<file path="config.mk">
export PLATFORM = sky130hd
export DESIGN_NAME = led_matrix_scanner_flat
export DESIGN_NICKNAME = d
export VERILOG_FILES = /design/src/rtl/led_matrix_scanner_if.sv /design/src/rtl/led_matrix_scanner.sv /design/src/flat_wrapper.sv
export SDC_FILE = /design/constraint.sdc
export NUM_CORES = 2
export LEC_CHECK = 0
export CAP_MARGIN = 20
export CORE_AREA = 2 2 453 275
export CTS_BUF_LIST = sky130_fd_sc_hd__clkbuf_8
export CTS_CLUSTER_DIAMETER = 30
export DETAILED_ROUTE_END_ITERATION = 10
export DIE_AREA = 0 0 455 277
export GPL_ROUTABILITY_DRIVEN = 1
export PLACE_DENSITY = 0.6
export SLEW_MARGIN = 20
export SYNTH_ARGS = -nofsm -noshare
export SYNTH_HDL_FRONTEND = slang
export SYNTH_SLANG_ARGS = --single-unit
</file>
<file path="constraint.sdc">
create_clock -name CLK -period 13.5 [get_ports CLK]
set_input_delay 2.7 -clock CLK [delete_from_list [all_inputs] [get_ports CLK]]
set_output_delay 2.7 -clock CLK [all_outputs]
set_load 0.02 [all_outputs]
</file>
<file path="src/rtl/led_matrix_scanner_if.sv">
// led_matrix_scanner_if: pixel-code stream from the game core (pix_valid qualifies pix_code each edge)
interface led_matrix_scanner_if;
  logic       pix_valid;
  logic [9:0] pix_code;
  modport master (output pix_valid, pix_code);
  modport slave  (input pix_valid, pix_code);
endinterface

</file>
<file path="src/rtl/led_matrix_scanner.sv">
// led_matrix_scanner: decodes pixel codes into a back buffer, swaps to front each frame, scans rows (CLK/RST sync high, pix stream in, row_addr/row_en/col_data/frame_tick out)
module led_matrix_scanner #(
  parameter int FRAME_CYCLES = 256256,
  parameter int ROW_CYCLES   = 4096,
  parameter int BLANK_CYCLES = 64
) (
  input  logic                 CLK,
  input  logic                 RST,
  led_matrix_scanner_if.slave  pix,
  output logic [4:0]           row_addr,
  output logic                 row_en,
  output logic [15:0]          col_data,
  output logic                 frame_tick
);
  localparam int FW = $clog2(FRAME_CYCLES);
  localparam int DW = $clog2((ROW_CYCLES > BLANK_CYCLES ? ROW_CYCLES : BLANK_CYCLES) + 1);
  typedef enum logic {BLANK, ROW_ON} state_t;
  state_t        state, state_nxt;
  logic [DW-1:0] dwell, dwell_nxt;
  logic [FW-1:0] frame_cnt;
  logic [15:0]   back [32];
  logic [15:0]   front [32];
  logic [15:0]   wmask;
  logic [3:0]    wx;
  logic [4:0]    wy;
  logic          swap, swap_q, leave;
  always_comb begin
    wx    = pix.pix_code[8] ? pix.pix_code[7:4] : 4'd15 - pix.pix_code[7:4];
    wy    = pix.pix_code[8] ? 5'd31 - {1'b0, pix.pix_code[3:0]} : {1'b0, pix.pix_code[3:0]};
    wmask = (pix.pix_valid && !pix.pix_code[9]) ? 16'd1 << wx : 16'd0;
    swap  = frame_cnt == FW'(FRAME_CYCLES - 1);
  end
  // the swap edge folds that edge's own pixel straight into front
  always_ff @(posedge CLK) begin
    if (RST) begin
      frame_cnt  <= '0;
      swap_q     <= 1'b0;
      frame_tick <= 1'b0;
      for (int i = 0; i < 32; i++) begin
        back[i]  <= '0;
        front[i] <= '0;
      end
    end else begin
      frame_cnt  <= swap ? '0 : frame_cnt + 1'b1;
      swap_q     <= swap;
      frame_tick <= swap_q;
      for (int i = 0; i < 32; i++) begin
        if (swap) begin
          front[i] <= back[i] | (wy == 5'(i) ? wmask : 16'd0);
          back[i]  <= '0;
        end else if (wy == 5'(i)) begin
          back[i] <= back[i] | wmask;
        end
      end
    end
  end
  // dwell counts from 1 on state entry; reset leaves it at 0 so the first blank is one edge longer
  always_comb begin
    leave     = dwell == (state == ROW_ON ? DW'(ROW_CYCLES) : DW'(BLANK_CYCLES));
    state_nxt = leave ? (state == BLANK ? ROW_ON : BLANK) : state;
    dwell_nxt = leave ? DW'(1) : dwell + 1'b1;
  end
  always_ff @(posedge CLK) begin
    if (RST) begin
      state    <= BLANK;
      dwell    <= '0;
      row_addr <= '0;
      row_en   <= 1'b0;
      col_data <= '0;
    end else begin
      state    <= state_nxt;
      dwell    <= dwell_nxt;
      row_en   <= state_nxt == ROW_ON;
      col_data <= state_nxt == BLANK ? 16'd0 : (state == BLANK ? front[row_addr] : col_data);
      row_addr <= (state == ROW_ON && state_nxt == BLANK) ? row_addr + 1'b1 : row_addr;
    end
  end
endmodule
</file>
<file path="src/flat_wrapper.sv">
// flat-port wrapper written by rule: the top's interface ports become plain ports
module led_matrix_scanner_flat 
#(
  parameter int FRAME_CYCLES = 256256,
  parameter int ROW_CYCLES   = 4096,
  parameter int BLANK_CYCLES = 64
)
  (CLK, RST, row_addr, row_en, col_data, frame_tick, pix_pix_valid, pix_pix_code);
  led_matrix_scanner_if pix_i ();
  input  logic CLK;
  input  logic RST;
  output logic [4:0] row_addr;
  output logic row_en;
  output logic [15:0] col_data;
  output logic frame_tick;
  input wire logic [$bits(pix_i.pix_valid)-1:0] pix_pix_valid;
  input wire logic [$bits(pix_i.pix_code)-1:0] pix_pix_code;
  assign pix_i.pix_valid = pix_pix_valid;
  assign pix_i.pix_code = pix_pix_code;
  led_matrix_scanner #(.FRAME_CYCLES(FRAME_CYCLES), .ROW_CYCLES(ROW_CYCLES), .BLANK_CYCLES(BLANK_CYCLES)) u_core (.CLK(CLK), .RST(RST), .pix(pix_i), .row_addr(row_addr), .row_en(row_en), .col_data(col_data), .frame_tick(frame_tick));
endmodule
</file>
== Word level (Yosys, flattened, before mapping) ==
Memory sizes are Yosys's and may differ from the RTL's. A register that Yosys moved wholly into a read port is not among the register bits.
Index checks and enable logic that the tools add are counted.

* Register bits: 39
* Memory bits (writable): 1024
* Output and inout port bits: 23
* Logic and storage cells: 485
* Memories kept: 2

* Add/sub/neg operators: 5
* Equal/unequal tests: 33
* Shift operators: 1
* Muxes and demuxes: 268
* Bitwise gates (word level): 161
* Reduce and logical (&&, ||, !) cells: 8

{| class="wikitable"
|+ Memories
! memory !! words !! width !! rd ports !! clocked after memory_dff !! write ports !! line !! RTL
|-
| u_core.back || 32 || 16 || 32 || 0 || 32 || led_matrix_scanner.sv:21 || <nowiki>logic [15:0] back [32];</nowiki>
|-
| u_core.front || 32 || 16 || 1 || 1 || 32 || led_matrix_scanner.sv:22 || <nowiki>logic [15:0] front [32];</nowiki>
|}

{| class="wikitable"
|+ Operator list
! cell !! number
|-
| 2-to-1 mux 16 bit || 129
|-
| bitwise OR 16 bit || 64
|-
| 2-to-1 mux 1 bit || 136
|-
| bitwise OR 1 bit || 96
|-
| == test 5 bit (second input constant) || 16
|-
| == test 5 x 4 -> 1 bit (second input constant) || 8
|-
| == test 5 x 3 -> 1 bit (second input constant) || 4
|-
| adder 18 x 1 -> 18 bit (second input constant) || 1
|-
| == test 18 bit (second input constant) || 1
|-
| left shift 1 x 4 -> 16 bit (first input constant) || 1
|-
| adder 13 x 1 -> 13 bit (second input constant) || 1
|-
| == test 13 bit || 1
|-
| 2-to-1 mux 13 bit || 1
|-
| == test 5 x 2 -> 1 bit (second input constant) || 2
|-
| OR reduction 2 bit || 3
|-
| adder 5 x 1 -> 5 bit (second input constant) || 1
|-
| == test 5 x 1 -> 1 bit (second input constant) || 1
|-
| logical NOT 5 bit || 1
|-
| 2-to-1 mux 5 bit || 1
|-
| subtractor 5 x 4 -> 5 bit (first input constant) || 1
|-
| 2-to-1 mux 4 bit || 1
|-
| subtractor 4 bit (first input constant) || 1
|-
| logical AND 1 bit || 2
|-
| logical NOT 1 bit || 2
|-
| NOT 1 bit || 1
|}

== Longest topological paths before layout ==
* Depth in word-level cells: 8
* Gate-level depth with buffers: 13

== Least setup slack after synthesis ==
OpenSTA, ideal clock, no wires.

* Path type: input-to-reg
* Start: input port RST
* End: memory u_core.front[0][0] (enable)
* Library setup time: 0.655 ns
* Arrival: 9.570 ns
* Required time: 12.845 ns
* Slack: 3.275 ns
* Stages: 5
* Buffers on the path: 3
* Cells stage by stage: buf_2 buf_1 a21oi_1 inv_2 buf_2

{| class="wikitable"
|+ RTL lines
! item !! line !! RTL
|-
| start, declared || flat_wrapper.sv:11 || <nowiki>input logic RST;</nowiki>
|-
| end, declared || led_matrix_scanner.sv:22 ||
|}

==> impl_summary.log <==
INFO  metric clock_insertion_delay_worst_skew = 880 ps
INFO  metric wl_per_cell = 25.2 µm
INFO  metric synthFlopType = sky130_fd_sc_hd__edfxtp_1
INFO  metric timing.hold.ws = approximately 440 ps
INFO  metric clock_tree_from_tritoncts = yes
INFO  metric grt_remaining_overflow = 0
INFO  metric timing.max_cap.violations = 0
INFO  metric cts_num_sinks = 1,079
INFO  metric cts-hold-fix-buffers = 0
INFO  metric crit_path_frequent_cell = sky130_fd_sc_hd__buf_4
INFO  metric post_synth_inst_count = ~3,600
INFO  metric buffer_ports.inserted = 35
INFO  metric cts_root_buffer = sky130_fd_sc_hd__clkbuf_8
INFO  metric multi_input_area = 15,100 µm²
INFO  metric ys_warn_count = 0
INFO  metric timing_hold_violations_final = 0
INFO  metric cts_max_level = 4
INFO  metric slew_violations = 0
INFO  metric via_count = 30,800
INFO  metric max_freq = between 150 and 200 MHz
INFO  metric grt_antenna_before_repair = 7
INFO  metric max_slew_margin_vs_limit = 23.5%
INFO  metric drt_pass1_iterations = 5
INFO  metric fin_setup_tns = 0 ps
INFO  metric clk_path_buf_depth = 3
INFO  metric critical_path_arrival = 6160 ps
INFO  metric seq_area = 31,900 µm²
INFO  metric postSynthNetCount = 3,586
INFO  metric violation_count_after_the_first_detailed_route_iteration = 3,593
INFO  metric worst_r2r_startpoint = u_core.frame_cnt[7]
INFO  metric detail_placement_hpwl = 81,500 µm
INFO  metric final_common_cell = sky130_fd_sc_hd__edfxtp_1
INFO  metric path_cells = clkdlybuf4s50_1 -> nand3_1 -> a221oi_4 -> buf_4 -> buf_4 -> a21oi_1 -> nor2_1
INFO  metric finish.net_count = 3,598
INFO  metric final_min_period_over_clock_period = 40.3%
INFO  metric drt_drc_violations_left = 0
INFO  metric gp_congestion = between 0.9 and 1
INFO  metric setup.worst_path.start_class = input port
INFO  metric power_density_of_the_placed_cells = between 100 and 150 nW/µm²
INFO  metric die_h = 277 µm
INFO  metric length_in_cells_of_the_worst_reg_to_reg_path = 6
INFO  metric worst_clock_skew = 35.2 ps
INFO  metric postSynth.asyncResetShare = 0%
INFO  metric rsz0062_at_grt = false
INFO  metric pin_count = 36
INFO  metric final_antenna_violating_net_count = 0
INFO  metric area_delta_synth_final = 10.2%
INFO  metric clkTransAtPathRegs = 60 ps
INFO  metric synthDistinctLibCells = 52
INFO  metric critical_path_buffers_and_inverters = 3
INFO  metric worstPathRequired = approximately 14,000 ps
INFO  metric post_route_cells_drive_above_1_share = 14.8%
INFO  metric worstMarginPinSlew = 1150 ps
INFO  metric grt_start_max_net_pins = 168
INFO  metric tritoncts.num_buffers = between 150 and 200
INFO  metric worstHoldPathType = register to register
INFO  metric globalRouteTotalUtil = between 20% and 30%
INFO  metric yosysSeqAreaShare = 65.7%
INFO  metric design.die.area = 126,000 µm²
INFO  metric chipWidth = 455 µm
INFO  metric floorplan.initialDensity = 39.6%
INFO  metric most-common-layout-cells = sky130_fd_sc_hd__edfxtp_1, sky130_fd_sc_hd__nor2_1, sky130_fd_sc_hd__a21oi_1
INFO  metric cp_slowest_stage_delay = 1030 ps
INFO  metric timing.reg2reg.setup_slack = 9200 ps
INFO  metric netlist_area = between 40,000 and 50,000 µm²
INFO  metric hold_start = u_core.swap_q
INFO  metric grt_pass1_vias = 28,600
INFO  metric worst_ir_drop_vdd = slightly above 0.00008 V
INFO  metric hold-path-cell-count = 1
INFO  metric final-setup-viol-count = 0
INFO  metric viasPerCell = 5.75
INFO  metric layout_min_cycle_time = 5440 ps
INFO  metric synth_enable_flop_cells = just over 1,000
INFO  metric post_cts.resized_instances = 0
INFO  metric critPathTopFamily = buffers and inverters
INFO  metric wirelength = 135,000 µm
INFO  metric status = complete, no violations
INFO  metric synthesis.area_per_instance = 13.6 µm²
INFO  metric p_leak = ~18 nW
INFO  metric hold_end = u_core.frame_tick
INFO  metric worst_setup_ep_type = register
INFO  metric fillCellCount = 11,100
INFO  metric floorplan.core_area = between 100,000 and 150,000 µm²
INFO  metric cp_slowest_cell = sky130_fd_sc_hd__clkdlybuf4s50_1
INFO  metric grt_pass1_wl = 197,000 µm
INFO  metric std_cell_rows = 100
INFO  metric critPathKind = input port to register
INFO  metric critical_path_peak_fanout = 37
INFO  metric cts_setup_buffers = 0
INFO  metric r2r_end = u_core.front[16][1]
INFO  metric ys_ff_latch = around 1,100
==> sequential cells by signal, summed over array words and instances (netlist names) <==
| signal | cells |
|---|---|
| u_core.back | 512 |
| u_core.col_data | 16 |
| u_core.dwell | 13 |
| u_core.frame_cnt | 18 |
| u_core.frame_tick | 1 |
| u_core.front | 512 |
| u_core.row_addr | 5 |
| u_core.row_en | 1 |
| u_core.swap_q | 1 |
==> worst register-to-register path, cell delays in order, from the launching register on <==
cell                       delay [ps]
sky130_fd_sc_hd__dfxtp_1          420
sky130_fd_sc_hd__nor4b_1          300
sky130_fd_sc_hd__and4bb_4         580
sky130_fd_sc_hd__a21oi_4          160
sky130_fd_sc_hd__inv_8            650
sky130_fd_sc_hd__buf_4            880
sky130_fd_sc_hd__buf_4            840
==> cell usage after synthesis (all sizes together) (17+ instances only) <==
| cell | n | area [µm²] |
|---|---|---|
| o21a | 512 | 3840 |
| clkbuf | 101 | 379 |
| o22ai | 32 | 200 |
| nor2 | 594 | 2230 |
| o31ai | 17 | 128 |
| buf | 215 | 1270 |
| mux2i | 81 | 811 |
| a21oi | 519 | 2600 |
| mux2 | 32 | 360 |
| mux4 | 96 | 2160 |
| edfxtp | 1024 | 30700 |
| o21ai | 23 | 115 |
| a2111oi | 21 | 578 |
| or3 | 21 | 131 |
| dfxtp | 55 | 1100 |
| nand2 | 44 | 165 |
==> power breakdown <==
part	internal [mW]	switching (mW)
clock network	1.28	1.36
logic	0.0730	0.206
registers	3.80	0.0600
total	5.15	1.63
==> final cells by class <==
cell class                 count  area share (%)
timing repair buffer         158            2.45
multi-input combinational   2163            28.2
clock buffer                 173            4.46
inverter                      10          0.0843
clock inverter               128            1.40
sequential                  1079            59.6
tap                         1632            3.82
antenna                        3          0.0140
==> routing by layer <==
layer,routed length (µm),up-vias,track usage [%]
li1,-,13500,-
met1,63700,15600,33.2
met2,53900,1418,27.7
met3,14300,168,6.50
met4,2510,4,5.65
met5,183,-,0.953
==> kinds of logic after synthesis <==
group	Yosys count	synth area share (%)
compound gates	1170	16.9
xor+xnor	26	0.470
fa+ha+maj	5	0.129
buf+inv	326	3.48
flops	1079	65.7
mux	209	6.87
simple gates	753	6.52
==> worst max path at each step <==
stage | start | to | slack [ps] | cells after the start
finish | pix_pix_code[8] | u_core.front[2][14] | 8060 | 7
global route | pix_pix_code[8] | u_core.front[2][14] | 7800 | 7
CTS | pix_pix_code[8] | u_core.front[19][14] | 8190 | 7
detailed placement | pix_pix_code[8] | u_core.front[2][14] | 7240 | 7
global placement | pix_pix_code[8] | u_core.back[0][41] | 7260 | 6
floorplan | RST | u_core.front[0][0] | 3270 | 5
==> through the flow <==
step | power, mW | util [%] | cell area (µm²) | cells | setup WS, ps
6_report | 6.78 | 43.6 | 53400 | 5346 | 8060
5_1_grt | 7.00 | 43.6 | 53400 | 5345 | 7800
4_1_cts | 6.83 | 43.6 | 53400 | 5335 | 8190
3_5_place_dp | 4.20 | 41.0 | 50200 | 5034 | 7240
3_3_place_gp | 4.19 | 40.9 | 50100 | 5027 | 7260
2_1_floorplan | 4.09 | - | 48500 | 3568 | 3270
Note: power is estimated with default switching activity, not from simulation.
